**src/rtl/pclk_edge_pkg.sv**
```systemverilog
`default_nettype none
// ============================================================================
// Module   : pclk_edge_pkg
// Purpose  : Shared mode encodings, channel filter states and mode decoders
//            for the multi-channel strobe edge detector.
// Revision : 1.0 - initial release
// ============================================================================
package pclk_edge_pkg;

  localparam logic [1:0] MODE_OFF  = 2'b00;
  localparam logic [1:0] MODE_RISE = 2'b01;
  localparam logic [1:0] MODE_FALL = 2'b10;
  localparam logic [1:0] MODE_BOTH = 2'b11;

  typedef enum logic [1:0] {
    ST_LOW       = 2'd0,
    ST_RISE_PEND = 2'd1,
    ST_HIGH      = 2'd2,
    ST_FALL_PEND = 2'd3
  } chan_state_t;

  function automatic logic rise_enabled(input logic [1:0] m);
    return (m == MODE_RISE) || (m == MODE_BOTH);
  endfunction

  function automatic logic fall_enabled(input logic [1:0] m);
    return (m == MODE_FALL) || (m == MODE_BOTH);
  endfunction

endpackage
`default_nettype wire

```
**src/rtl/edge_chan.sv**
```systemverilog
`default_nettype none
// ============================================================================
// Module   : edge_chan
// Purpose  : One strobe channel: synchroniser, glitch filter FSM, edge pulse
//            and, when EDGE_COUNT_EN is defined, a saturating event counter.
// Revision : 1.0 - initial release
// ============================================================================
module edge_chan
  import pclk_edge_pkg::*;
#(
  parameter int SYNC_STAGES = 2,
  parameter int FILTER_LEN  = 1
`ifdef EDGE_COUNT_EN
  ,
  parameter int CNT_W       = 16
`endif
) (
  input  logic             clk,
  input  logic             rst,
  input  logic             sig_in,
  input  logic [1:0]       mode,
  output logic             pulse_out,
  output logic             level_out
`ifdef EDGE_COUNT_EN
  ,
  input  logic             cnt_clr,
  output logic [CNT_W-1:0] evt_cnt
`endif
);

  localparam int                  c_STAB_W    = $clog2(FILTER_LEN + 1);
  localparam logic [c_STAB_W-1:0] c_STAB_ONE  = c_STAB_W'(1);
  localparam logic [c_STAB_W-1:0] c_STAB_DONE = c_STAB_W'(FILTER_LEN);

  logic [SYNC_STAGES-1:0] r_sync;
  logic                   w_s;
  chan_state_t            r_state;
  chan_state_t            w_state_nxt;
  logic [c_STAB_W-1:0]    r_stab;
  logic [c_STAB_W-1:0]    w_stab_nxt;
  logic [c_STAB_W-1:0]    w_stab_inc;
  logic                   w_acc_rise;
  logic                   w_acc_fall;
  logic                   w_pulse_nxt;

  assign w_s        = r_sync[SYNC_STAGES-1];
  assign w_stab_inc = r_stab + c_STAB_ONE;

  always_ff @(posedge clk or posedge rst) begin
    if (rst) begin
      r_sync <= '0;
    end else begin
      r_sync <= {r_sync[SYNC_STAGES-2:0], sig_in};
    end
  end

  always_comb begin
    w_state_nxt = r_state;
    w_stab_nxt  = r_stab;
    w_acc_rise  = 1'b0;
    w_acc_fall  = 1'b0;
    case (r_state)
      ST_LOW: begin
        if (w_s) begin
          if (FILTER_LEN == 1) begin
            w_state_nxt = ST_HIGH;
            w_acc_rise  = 1'b1;
          end else begin
            w_state_nxt = ST_RISE_PEND;
            w_stab_nxt  = c_STAB_ONE;
          end
        end
      end
      ST_RISE_PEND: begin
        if (!w_s) begin
          w_state_nxt = ST_LOW;
          w_stab_nxt  = '0;
        end else if (w_stab_inc == c_STAB_DONE) begin
          w_state_nxt = ST_HIGH;
          w_stab_nxt  = '0;
          w_acc_rise  = 1'b1;
        end else begin
          w_stab_nxt  = w_stab_inc;
        end
      end
      ST_HIGH: begin
        if (!w_s) begin
          if (FILTER_LEN == 1) begin
            w_state_nxt = ST_LOW;
            w_acc_fall  = 1'b1;
          end else begin
            w_state_nxt = ST_FALL_PEND;
            w_stab_nxt  = c_STAB_ONE;
          end
        end
      end
      ST_FALL_PEND: begin
        if (w_s) begin
          w_state_nxt = ST_HIGH;
          w_stab_nxt  = '0;
        end else if (w_stab_inc == c_STAB_DONE) begin
          w_state_nxt = ST_LOW;
          w_stab_nxt  = '0;
          w_acc_fall  = 1'b1;
        end else begin
          w_stab_nxt  = w_stab_inc;
        end
      end
      default: begin
        w_state_nxt = ST_LOW;
        w_stab_nxt  = '0;
      end
    endcase
  end

  // Mode only gates the pulse; the level always tracks accepted edges.
  assign w_pulse_nxt = (w_acc_rise & rise_enabled(mode)) |
                       (w_acc_fall & fall_enabled(mode));

  always_ff @(posedge clk or posedge rst) begin
    if (rst) begin
      r_state   <= ST_LOW;
      r_stab    <= '0;
      pulse_out <= 1'b0;
      level_out <= 1'b0;
    end else begin
      r_state   <= w_state_nxt;
      r_stab    <= w_stab_nxt;
      pulse_out <= w_pulse_nxt;
      if (w_acc_rise) begin
        level_out <= 1'b1;
      end else if (w_acc_fall) begin
        level_out <= 1'b0;
      end
    end
  end

`ifdef EDGE_COUNT_EN
  logic [CNT_W-1:0] r_cnt;

  always_ff @(posedge clk or posedge rst) begin
    if (rst) begin
      r_cnt <= '0;
    end else if (cnt_clr) begin
      r_cnt <= '0;
    end else if (w_pulse_nxt && (r_cnt != '1)) begin
      r_cnt <= r_cnt + CNT_W'(1);
    end
  end

  assign evt_cnt = r_cnt;
`endif

endmodule
`default_nettype wire

```
**src/rtl/pclk_edge_detector_mc.sv**
```systemverilog
`default_nettype none
// ============================================================================
// Module   : pclk_edge_detector_mc
// Purpose  : NCH-channel camera strobe synchroniser / glitch filter / edge
//            pulser. Define EDGE_COUNT_EN to add per-channel event counters.
// Revision : 1.0 - initial release
// ============================================================================
module pclk_edge_detector_mc
  import pclk_edge_pkg::*;
#(
  parameter int NCH         = 4,
  parameter int SYNC_STAGES = 2,
  parameter int FILTER_LEN  = 1
`ifdef EDGE_COUNT_EN
  ,
  parameter int CNT_W       = 16
`endif
) (
  input  logic                 clk,
  input  logic                 rst,
  input  logic [NCH-1:0]       sig_in,
  input  logic [2*NCH-1:0]     mode,
  output logic [NCH-1:0]       pulse_out,
  output logic [NCH-1:0]       level_out
`ifdef EDGE_COUNT_EN
  ,
  input  logic                 cnt_clr,
  output logic [NCH*CNT_W-1:0] evt_cnt
`endif
);

  for (genvar i = 0; i < NCH; i++) begin : g_chan
    edge_chan #(
      .SYNC_STAGES (SYNC_STAGES),
      .FILTER_LEN  (FILTER_LEN)
`ifdef EDGE_COUNT_EN
      ,
      .CNT_W       (CNT_W)
`endif
    ) u_chan (
      .clk       (clk),
      .rst       (rst),
      .sig_in    (sig_in[i]),
      .mode      (mode[2*i +: 2]),
      .pulse_out (pulse_out[i]),
      .level_out (level_out[i])
`ifdef EDGE_COUNT_EN
      ,
      .cnt_clr   (cnt_clr),
      .evt_cnt   (evt_cnt[CNT_W*i +: CNT_W])
`endif
    );
  end

endmodule
`default_nettype wire

```
**config.mk**
```make
export PLATFORM = sky130hd
export DESIGN_NAME = pclk_edge_detector_mc
export DESIGN_NICKNAME = d
export VERILOG_FILES = /design/src/rtl/pclk_edge_pkg.sv /design/src/rtl/edge_chan.sv /design/src/rtl/pclk_edge_detector_mc.sv
export SDC_FILE = /design/constraint.sdc
export NUM_CORES = 1
export LEC_CHECK = 0
export BUFFER_PORTS_ARGS = -buffer_cell sky130_fd_sc_hd__buf_2
export CORE_UTILIZATION = 57
export CTS_BUF_LIST = sky130_fd_sc_hd__clkbuf_4
export DETAILED_ROUTE_END_ITERATION = 12
export HOLD_SLACK_MARGIN = 0.15
export PLACE_DENSITY_LB_ADDON = 0.1
export SYNTH_ARGS = -nofsm -noshare
export SYNTH_HDL_FRONTEND = slang
export SYNTH_SLANG_ARGS = --single-unit
```
**constraint.sdc**
```tcl
create_clock -name clk -period 2.13 [get_ports clk]
set_clock_uncertainty 0.2 [all_clocks]
set_input_delay 0.3195 -clock clk [delete_from_list [all_inputs] [get_ports clk]]
set_output_delay 0.3195 -clock clk [all_outputs]
set_load 0.03 [all_outputs]
```
# == Word-level counts from Yosys, hierarchy flattened ==
# Cells that the tools add are included.
# word_totals
reg_bits,28
inputBits,14
word_cells,172
# op_classes
addsub,4
n_eq_ne,40
muxes,68
bitwise,12
reduce_logical,28
# op_table
cell,count
2-to-1 mux 2 bit,24
"equality test 2 bit, second input constant",16
2-to-1 mux 1 bit,32
case mux 2 bit (4 select lines),4
"equality test 2 x 1 -> 1 bit, second input constant",8
case mux 1 bit (2 select lines),8
AND reduction 4 bit,4
OR reduction 2 bit,8
"!= test 3 x 1 -> 1 bit, second input constant",4
"!= test 3 bit, second input constant",4
bitwise AND 1 bit,8
zero test 2 bit,4
logical OR 1 bit,8
"!= test 2 x 1 -> 1 bit, second input constant",4
"!= test 2 bit, second input constant",4
nonzero test 2 bit,4
"adder 1 bit, second input constant",4
OR 1 bit,4

# == Logic depth before layout (Yosys ltp) ==
# Gate-level depths: netlist (run 1).
# depth
depth_word,6
mapped_depth,3

# == Cells and area by module ==
# Synthesis (run 1) repeated with hierarchy kept, for this count alone.
# hier_totals
cells_unflattened,52
hier_area_um2,775.7
# modules_own_cells
module,instances,cells_each,area_per_inst_um2,seq_area_each_um2
edge_chan,4,13,193.9,125.1

# == Worst setup path before layout (run 1) ==
# Ideal clock, no wire load.
# synth_path
path_type,flip-flop to flip-flop
startpoint,register g_chan[0].u_chan.r_state[1]
endpoint,register g_chan[0].u_chan.level_out
arrival_time_ns,1.019
required_time_ns,1.805
path_slack_ns,0.786
stages_incl_launch_ff,4
path_buffers,0
synth_period_minus_slack_ns,1.344
path_cell_list,dfrtp_1 > inv_1 > ha_1 > mux2_4
# synth_via
elab_chain_cells,3
elab_cells_between_ends,8
cone_classes,3 x eq/ne; 3 x mux; 2 x reduce/logical
# synth_rtl
item,line,rtl
"start, declared",edge_chan.sv:37,chan_state_t r_state;
"start signal, assigned",edge_chan.sv:127,r_state <= w_state_nxt;
"equality test 2 x 1 -> 1 bit, or another cell as far along",edge_chan.sv:62,case (r_state)
case mux 1 bit (2 select lines),edge_chan.sv:62,
2-to-1 mux 1 bit or nonzero test 2 bit (tied branches),-,
"end signal, assigned",edge_chan.sv:125,level_out <= 1'b0;
"end signal, assigned",edge_chan.sv:131,level_out <= 1'b1;
"end signal, assigned",edge_chan.sv:133,level_out <= 1'b0;
"end, declared",edge_chan.sv:23,output logic level_out
# Parallel ways exist; a longest one is shown, timed or not.
# A chain may end at the register's enable or synchronous reset.

# == Final worst setup path (run 1) ==
# layout_path
startpoint,register g_chan[3].u_chan.r_state[1]
endpoint,register g_chan[3].u_chan.pulse_out
# layout_via
elab_chain_cells,4
elab_cells_between_ends,9
cone_classes,3 x eq/ne; 2 x mux; 3 x bitwise; 1 x reduce/logical
# layout_rtl
item,line,rtl
"start, declared",edge_chan.sv:37,
"start signal, assigned",edge_chan.sv:127,
equality test 2 x 1 -> 1 bit or zero test 2 bit (tied branches),edge_chan.sv:62,
case mux 1 bit (2 select lines) (*),edge_chan.sv:62,
net g_chan[3].u_chan.w_acc_rise,edge_chan.sv:42,logic w_acc_rise;
bitwise AND 1 bit (*),edge_chan.sv:117,assign w_pulse_nxt = (w_acc_rise & rise_enabled(mode)) |
OR 1 bit (*),edge_chan.sv:117,
net g_chan[3].u_chan.w_pulse_nxt,edge_chan.sv:44,logic w_pulse_nxt;
"end signal, assigned",edge_chan.sv:129,pulse_out <= w_pulse_nxt;
"end, declared",edge_chan.sv:22,"output logic pulse_out,"
# The timed path passes the listed nets; every way through them passes the cells marked *.

==> results of run 1 <==
## power groups by stage
| stage | registers [µW] | logic (µW) | clock network (µW) |
|---|---|---|---|
| after global routing | 557 | 547 | 200 |
| final | 540 | 498 | 176 |
| after global placement | 544 | 445 | 0 |
| after floorplan | 538 | 434 | 0 |
| after CTS | 541 | 499 | 187 |
| after detailed placement | 549 | 454 | 0 |
## layer usage
layer	vias to the layer above	track usage, %	routed length, µm
met1	212	20.8	483
met3	4	3.33	37
met2	14	29.8	561
met5	-	0	0
met4	0	12.9	17
li1	231	-	-
## through the flow
| stage | total power [µW] | setup slack (ns) | cells |
|---|---|---|---|
| after global routing | 1300 | 0.331 | 102 |
| after CTS | 1230 | 0.393 | 102 |
| final | 1210 | 0.393 | 102 |
| after global placement | 989 | 0.763 | 85 |
| after detailed placement | 1000 | 0.731 | 85 |
| after floorplan | 972 | 0.786 | 57 |
## flip-flops by register name, indices dropped and copies added, names as in the netlist
| name | flops |
|---|---|
| g_chan.u_chan.level_out | 4 |
| g_chan.u_chan.pulse_out | 4 |
| g_chan.u_chan.r_state | 4 |
| g_chan.u_chan.r_sync | 8 |
## cell type report
class | instances | area, µm²
Tap cell | 15 | 18.8
Timing Repair Buffer | 34 | 235
Inverter | 9 | 33.8
Sequential cell | 20 | 500
Fill cell | 82 | 273
Multi-Input combinational cell | 20 | 230
Clock buffer | 3 | 22.5
Clock inverter | 1 | 3.75
## logic make-up after synthesis
kind of cell / after synthesis
DFF: 20
AOI/OAI and AO/OA: 4
xor gates and xnor gates: 4
muxes: 4
buffers and inverters: 17
adders and majority gates: 8
## worst paths after layout
path | from | endpoint | slack (ns) | cells past startpoint
setup / recovery | g_chan[3].u_chan.r_state[1] | g_chan[3].u_chan.pulse_out | 0.39 | 4
hold / removal | g_chan[2].u_chan.r_sync[0] | g_chan[2].u_chan.r_sync[1] | 0.16 | 0
setup reg to reg | g_chan[3].u_chan.r_state[1] | g_chan[3].u_chan.pulse_out | 0.39 | 4
hold reg to reg | g_chan[2].u_chan.r_sync[0] | g_chan[2].u_chan.r_sync[1] | 0.16 | 0
max in group asynchronous | rst | g_chan[0].u_chan.pulse_out | 0.79 | 3
min in group asynchronous | rst | g_chan[2].u_chan.r_state[1] | 0.48 | 3
## layout by cell type, fill, tap and decap left out, drive strengths merged
| master | instances |
|---|---|
| buf | 21 |
| dfrtp | 20 |
| a22o | 4 |
| clkbuf | 3 |
| clkinv | 1 |
| inv | 9 |
| xnor2 | 4 |
| ha | 8 |
| dlygate4sd3 | 13 |
| mux2 | 4 |
==> flow_summary.json, run 1 <==
{
  "clk_path_buf_depth": 2,
  "grt_overflow": 0,
  "finalSetupViolCount": 0,
  "grt_max_degree": 21,
  "path_cells": "inv_1, ha_1, a22o_1, dlygate4sd3_1",
  "clk_latency_ns": 0.29,
  "tightest_slew_ns": 0.731,
  "min_path_type": "reg2reg",
  "core_mm2": 0.00132,
  "vdd_drop_max_mv": 0.648,
  "synth_warnings": 0,
  "synthMuxAreaShare_pct": 7.28,
  "synth_xor_area_share_pct": 4.25,
  "crit_type": "reg2reg",
  "slew_headroom_pct": 51.2,
  "crit_fanout": 3,
  "yosys.area.top_type": "dfrtp_1",
  "outcome": "finished clean",
  "wire_per_inst_um": 10.8,
  "synth_top_family_by_area": "adder cells",
  "synth_common_cells": "dfrtp_1 (20), inv_1 (9), buf_4 (8), ha_1 (8)",
  "postRouteAntennaNets": 0,
  "cts_buffers": 3,
  "hold_slack_ns": 0.163,
  "power.switching_uw": 409,
  "synth_compound_area_share_pct": 4.25,
  "ys_ff_latch": 20,
  "initial_utilization_pct": 62.6,
  "syn_avg_cell_area_um2": 14.5,
  "rsz0062_at_grt": "no",
  "num_antenna_cells": 0,
  "sequentialPowerShare_pct": 44.5,
  "power.density_mw_per_mm2": 1160,
  "grt_pass1_vias": 472,
  "finalSetupTns_ns": 0,
  "cts.reportedPaths.clkPinSlew_ns": 0.11,
  "yosysTopAreaCellShare_pct": 60.7,
  "syn_area_um2": 825,
  "cp-start-kind": "register",
  "tritoncts": "done",
  "swShare_pct": 33.7,
  "final_area_mm2": 0.00104,
  "wirelength_um": 1100,
  "synth_cells": 57,
  "synth_edf_count": 0,
  "slew_viol_final": 0,
  "cts.repair.resized": 0,
  "synth_nets": 79,
  "synth_ff_type": "dfrtp_1",
  "synthSimpleGateAreaFrac_pct": 0,
  "synth_cell_types": 7,
  "synth_fa_ha_area_share_pct": 12.1,
  "async_flop_share_pct": 100,
  "cts_hold_buf": 13,
  "drive_above_1_share_pct": 32.2,
  "yosys.cell_count.top_type": "dfrtp_1",
  "drc": 0,
  "endpoint_kind": "register",
  "drv_cap": 0,
  "p_leak_uw": 0.000575,
  "rows": 13,
  "nets": 110,
  "dr.pass1.iters": 2,
  "grtUsageTotal_pct": 18.0,
  "synth.yosys.seq_area_share_pct": 60.7,
  "io_buffers": 21,
  "combinationalPowerShare_pct": 41.0,
  "worst_path_max_delay_cell": "dlygate4sd3_1",
  "fmax_mhz": 576,
  "via_per_inst": 4.52,
  "hpwlAfterDp_um": 716,
  "clock_power_share_pct": 14.5,
  "min_period_ns": 1.74,
  "fin_crit_sh_pct": 81.6,
  "syn2layout_area_growth_pct": 26.7,
  "dieArea_mm2": 0.00160,
  "antenna_found_initial": 0,
  "internal_power_uw": 804,
  "cts_setup_buffers": 0,
  "h-tree-depth": 1,
  "dr.first_iter.drc_count": 6,
  "cts_root_buf": "clkbuf_4",
  "gp_routability_congestion": 0.577,
  "place_area_um2": 888,
  "cp_top_family": "buffers and inverters",
  "crit_required_ns": 2.12,
  "worst-path-buf-inv": 2,
  "routed-via-count": 461,
  "numClockSinks": 20,
  "netlist_top_cells_area": "dfrtp_1 (61%), ha_1 (12%), buf_4 (7.3%), mux2_4 (7.3%), a22o_1 (4.2%)",
  "fin_util_pct": 79.3,
  "die_w_um": 40.0,
  "grt_pass1_wl_um": 1790,
  "slowest_delay_ns": 0.54,
  "io_pins": 22,
  "arrival_ns": 1.73,
  "hold_viol_final": 0,
  "chipHeight_um": 40.0
}
No activity file was read; power rests on OpenSTA's default activity.
==> inputs of run 2 (changes only) <==
--- a/config.mk
+++ b/config.mk
@@ -6,7 +6,7 @@
 export NUM_CORES = 1
 export LEC_CHECK = 0
 export BUFFER_PORTS_ARGS = -buffer_cell sky130_fd_sc_hd__buf_2
-export CORE_UTILIZATION = 57
+export CORE_UTILIZATION = 47
 export CTS_BUF_LIST = sky130_fd_sc_hd__clkbuf_4
 export DETAILED_ROUTE_END_ITERATION = 12
 export HOLD_SLACK_MARGIN = 0.15
==> constraint.sdc (replaced) <==
create_clock -name clk -period 1.4 [get_ports clk]
set_clock_uncertainty 0.2 [all_clocks]
set_input_delay 0.21 -clock clk [delete_from_list [all_inputs] [get_ports clk]]
set_output_delay 0.21 -clock clk [all_outputs]
set_load 0.03 [all_outputs]
==> run 2 against run 1 <==
  * Clock power up 40%
  * Non-clock buffer count increased by 5
  * Sequential share of layout area down 2.1 points
  * Via count up 3.9%
  * Clock-buffer cell count is the same
==> flow_summary.json, run 2 (synthesis gave the netlist of run 1 again) <==
{
  "wirelength_um": 1120,
  "cts_buffers": 3,
  "via_per_inst": 4.48,
  "endpoint_kind": "register",
  "cts.repair.resized": 0,
  "io_buffers": 21,
  "grt_overflow": 0,
  "initial_utilization_pct": 52.3,
  "drc": 0,
  "clk_latency_ns": 0.27,
  "crit_required_ns": 1.37,
  "chipHeight_um": 43.9,
  "die_w_um": 43.9,
  "p_leak_uw": 0.000596,
  "tightest_slew_ns": 0.308,
  "layout_commonest_cell": "buf_2",
  "nets": 115,
  "finalSetupViolCount": 0,
  "place_area_um2": 940,
  "dieArea_mm2": 0.00193,
  "cts.reportedPaths.clkPinSlew_ns": 0.09,
  "io_pins": 22,
  "outcome": "finished clean",
  "routed-via-count": 479,
  "tritoncts": "done",
  "rows": 14,
  "postRouteAntennaNets": 0,
  "crit_fanout": 2,
  "cts_root_buf": "clkbuf_4",
  "dr.first_iter.drc_count": 1,
  "core_mm2": 0.00158,
  "slew_headroom_pct": 79.5,
  "largest_reg_flops": 8,
  "min_path_type": "reg2reg",
  "regMostFlops": "g_chan.u_chan.r_sync",
  "clk_path_buf_depth": 2,
  "power.total_uw": 1870,
  "cts_setup_buffers": 0,
  "final.fill_count": 118,
  "fmax_mhz": 749,
  "arrival_ns": 1.30,
  "dr.pass1.iters": 5,
  "grtUsageTotal_pct": 12.8,
  "crit_type": "reg2reg",
  "vdd_drop_max_mv": 1.07,
  "final_area_mm2": 0.00109,
  "fin_ws_ns": 0.0655,
  "grt_pass1_vias": 449,
  "wire_per_inst_um": 10.5,
  "grt_max_degree": 15,
  "drive_above_1_share_pct": 36.3,
  "antenna_found_initial": 0,
  "numClockSinks": 20,
  "syn2layout_area_growth_pct": 32.5,
  "min_period_ns": 1.33,
  "h-tree-depth": 1,
  "finalSetupTns_ns": 0,
  "drv_cap": 0,
  "num_antenna_cells": 0,
  "rsz0062_at_grt": "no",
  "gp_routability_congestion": 0.698,
  "hpwlAfterDp_um": 735,
  "fin_crit_sh_pct": 95.3,
  "cp-start-kind": "register",
  "power.density_mw_per_mm2": 1710,
  "grt_pass1_wl_um": 1800,
  "layout_common_cells": "buf_2 (21), dfrtp_1 (20), dlygate4sd3_1 (13)",
  "post-place-ws_ns": 0.0702,
  "hold_viol_final": 0,
  "slew_viol_final": 0
}
==> run 2: cell types whose count changed in the layout (fill, tap and decap cells not counted) <==
cell	change
buf_4	+4
buf_12	+1
clkinv_1	-1
==> run 2: what timing repair did <==
| item | 4_1_cts | 5_1_grt |
|---|---|---|
| hold buffers | 13 | 0 |
| hold endpoints to repair | 28 | 0 |
| setup endpoints to repair | 0 | 0 |
==> run 2: layout make-up <==
| type | count | area, µm² | area share, % |
|---|---|---|---|
| clock buffers | 3 | 22.5 | 2.06 |
| inverters | 9 | 33.8 | 3.09 |
| multi-input cells | 20 | 230 | 21.1 |
| flip-flops and latches | 20 | 500 | 45.8 |
| well taps | 16 | 20.0 | 1.83 |
| repair buffers | 39 | 285 | 26.1 |
==> run 2: where the power goes <==
group | internal [µW] | switching [µW] | total, µW
clock | 99.6 | 146 | 246
combinational | 431 | 400 | 831
sequential | 732 | 60.8 | 792
total | 1260 | 607 | 1870
==> run 2: per-stage QoR <==
stage	utilization, %	hold WS, ns	instances
3_3_place_gp	59.6	-0.0336	91
5_1_grt	69.3	0.167	107
2_1_floorplan	-	-0.0262	57
3_5_place_dp	59.6	-0.0307	91
6_report	69.3	0.161	107
4_1_cts	69.3	0.166	107
==> run 2: critical path, cell delays in order, from the launching register on <==
cell     delay (ns)
dfrtp_1        0.36
inv_1          0.04
ha_1           0.33
mux2_4         0.30
==> run 2: routing by layer <==
| layer | vias to the layer above | GRT usage (%) | share of wire (%) |
|---|---|---|---|
| met2 | 11 | 23.0 | 50 |
| li1 | 240 | - | - |
| met5 | - | 0 | 0 |
| met4 | 0 | 3.64 | 0 |
| met3 | 0 | 2.50 | 3.9 |
| met1 | 228 | 15.7 | 46 |
==> run 2: final timing paths <==
| check | start | end | slack [ns] | cells after the start |
|---|---|---|---|---|
| min in group asynchronous | rst | g_chan[2].u_chan.pulse_out | 0.21 | 3 |
| worst min-delay path | g_chan[3].u_chan.r_sync[0] | g_chan[3].u_chan.r_sync[1] | 0.16 | 0 |
| worst max register to register | g_chan[3].u_chan.r_state[1] | g_chan[3].u_chan.level_out | 0.07 | 3 |
| worst min register to register | g_chan[3].u_chan.r_sync[0] | g_chan[3].u_chan.r_sync[1] | 0.16 | 0 |
| max in group asynchronous | rst | g_chan[3].u_chan.r_state[1] | 0.43 | 4 |
| worst max-delay path | g_chan[3].u_chan.r_state[1] | g_chan[3].u_chan.level_out | 0.07 | 3 |
==> inputs of run 3 (changes only) <==
==> constraint.sdc (replaced) <==
create_clock -name clk -period 1.4 [get_ports clk]
set_clock_uncertainty 0.2 [all_clocks]
set_input_delay 0.42 -clock clk [delete_from_list [all_inputs] [get_ports clk]]
set_output_delay 0.42 -clock clk [all_outputs]
set_load 0.03 [all_outputs]
==> run 3 against run 2 <==
  * The flow now finishes with violations (negative setup slack)
  * Critical path type is now reg2out
  * Combinational power up 17%
  * Non-clock buffer count did not move
  * Sequential power rose by 2%
  * Fmax decreased by 8.4%
  * Design area increased by 3.7%
  * First-iteration DRC count is 100% higher
  * Clock-buffer cell count did not move
==> flow_summary.json, run 3 (synthesis gave the netlist of run 1 again) <==
{
  "outcome": "complete, but fails checks",
  "violations": "negative setup slack",
  "hold_slack_ns": 0.158,
  "layout_common_cells": "dfrtp_1 (20), buf_2 (13), inv_1 (9), dlygate4sd3_1 (9)",
  "crit_type": "reg2out",
  "grtUsageTotal_pct": 12.9,
  "wirelength_um": 1110,
  "h-tree-depth": 1,
  "num_antenna_cells": 0,
  "place_area_um2": 940,
  "power.density_mw_per_mm2": 1800,
  "holdPathEnd": "g_chan[0].u_chan.pulse_out",
  "min_period_ns": 1.46,
  "vdd_drop_max_mv": 1.06,
  "hold_path_startpoint": "mode[0]",
  "routed-via-count": 480,
  "chipHeight_um": 43.9,
  "io_buffers": 21,
  "cts.reportedPaths.clkPinSlew_ns": 0.10,
  "cp_top_family": "flip-flops",
  "drc": 0,
  "stdcell_count": 107,
  "cp-start-kind": "register",
  "layout_commonest_cell": "dfrtp_1",
  "wire_per_inst_um": 10.4,
  "finalSetupViolCount": 8,
  "nets": 115,
  "clk_latency_ns": 0.28,
  "rr_worst_depth": 2,
  "regMostFlops": "g_chan.u_chan.r_sync",
  "final_area_mm2": 0.00113,
  "hold_viol_final": 0,
  "endpoint_kind": "output pin",
  "fmax_mhz": 686,
  "r2r_slack_ns": 0.06,
  "min_path_type": "in2reg",
  "dr.pass1.iters": 5,
  "io_pins": 22,
  "slowest_delay_ns": 0.41,
  "tritoncts": "done",
  "cts_root_buf": "clkbuf_4",
  "grt_pass1_wl_um": 1800,
  "drv_cap": 0,
  "crit_required_ns": 0.78,
  "grt_overflow": 0,
  "initial_utilization_pct": 52.3,
  "fin_util_pct": 71.8,
  "syn2layout_area_growth_pct": 37.3,
  "placed_cells": 91,
  "rows": 14,
  "die_w_um": 43.9,
  "dieArea_mm2": 0.00193,
  "path_cells": "buf_6",
  "via_per_inst": 4.49,
  "drive_above_1_share_pct": 40.7,
  "tightest_slew_ns": 0.309,
  "largest_reg_flops": 8,
  "grt_max_degree": 15,
  "power.total_uw": 2040,
  "numClockSinks": 20,
  "slew_headroom_pct": 79.4,
  "worstHoldPathCells": 2,
  "r2r_start": "g_chan[1].u_chan.r_sync[1]",
  "arrival_ns": 0.84,
  "crit_fanout": 2,
  "r2r-end": "g_chan[1].u_chan.level_out",
  "core_mm2": 0.00158,
  "gp_routability_congestion": 0.698,
  "p_leak_uw": 0.000610,
  "worst_path_max_delay_cell": "dfrtp_1",
  "grt_pass1_vias": 451,
  "dr.first_iter.drc_count": 2,
  "worst-path-buf-inv": 1,
  "antenna_found_initial": 0,
  "rsz0062_at_grt": "yes",
  "fin_ws_ns": -0.0567,
  "cts_buffers": 3,
  "fin_crit_sh_pct": 104,
  "hpwlAfterDp_um": 735,
  "slew_viol_final": 0,
  "postRouteAntennaNets": 0,
  "clk_path_buf_depth": 2
}
==> run 3: cell types whose count changed in the layout (fill, tap and decap cells not counted), sizes merged <==
cell,previous run,this run
buf,26,30
dlygate4sd3,13,9
==> run 3: cell type report <==
class | count | area (µm²)
Sequential cell | 20 | 500
Fill cell | 111 | 444
Timing Repair Buffer | 39 | 325
Multi-Input combinational cell | 20 | 230
Inverter | 9 | 33.8
Clock buffer | 3 | 22.5
Tap cell | 16 | 20.0
==> run 3: where the power goes <==
part / internal (µW) / switching [µW]
Combinational: 563 / 410
Clock: 99.7 / 152
Sequential: 733 / 78.4
==> run 3: timing repair <==
action,CTS,global route
hold buffers,9,0
endpoints found under the hold margin,28,0
setup endpoints to repair,8,8
setup buffers,1,3
cloned,0,0
resized for setup,16,0
==> run 3: how the worst max path moves through the flow <==
stage	start	endpoint	slack [ns]	cells past startpoint
global route	g_chan[1].u_chan.level_out	level_out[1]	-0.09	1
detailed placement	g_chan[1].u_chan.r_state[1]	g_chan[1].u_chan.level_out	0.07	3
CTS	g_chan[1].u_chan.level_out	level_out[1]	-0.07	1
floorplan	g_chan[0].u_chan.r_state[1]	g_chan[0].u_chan.level_out	0.06	3
finish	g_chan[1].u_chan.level_out	level_out[1]	-0.06	1
global placement	g_chan[3].u_chan.r_sync[1]	g_chan[3].u_chan.level_out	0.07	2
==> run 3: per-stage QoR <==
step	worst slack (ns)	setup TNS, ns
after floorplan	0.0562	0
after global placement	0.0707	0
after detailed placement	0.0702	0
after CTS	-0.0679	-0.359
after global routing	-0.0896	-0.584
final	-0.0567	-0.294
==> run 3: per-layer routing <==
layer,vias to the layer above,track usage [%],routed length [µm]
met5,-,0,0
met4,0,3.64,0
met3,0,2.50,43
met2,11,23.6,576
met1,228,15.5,491
li1,241,-,-
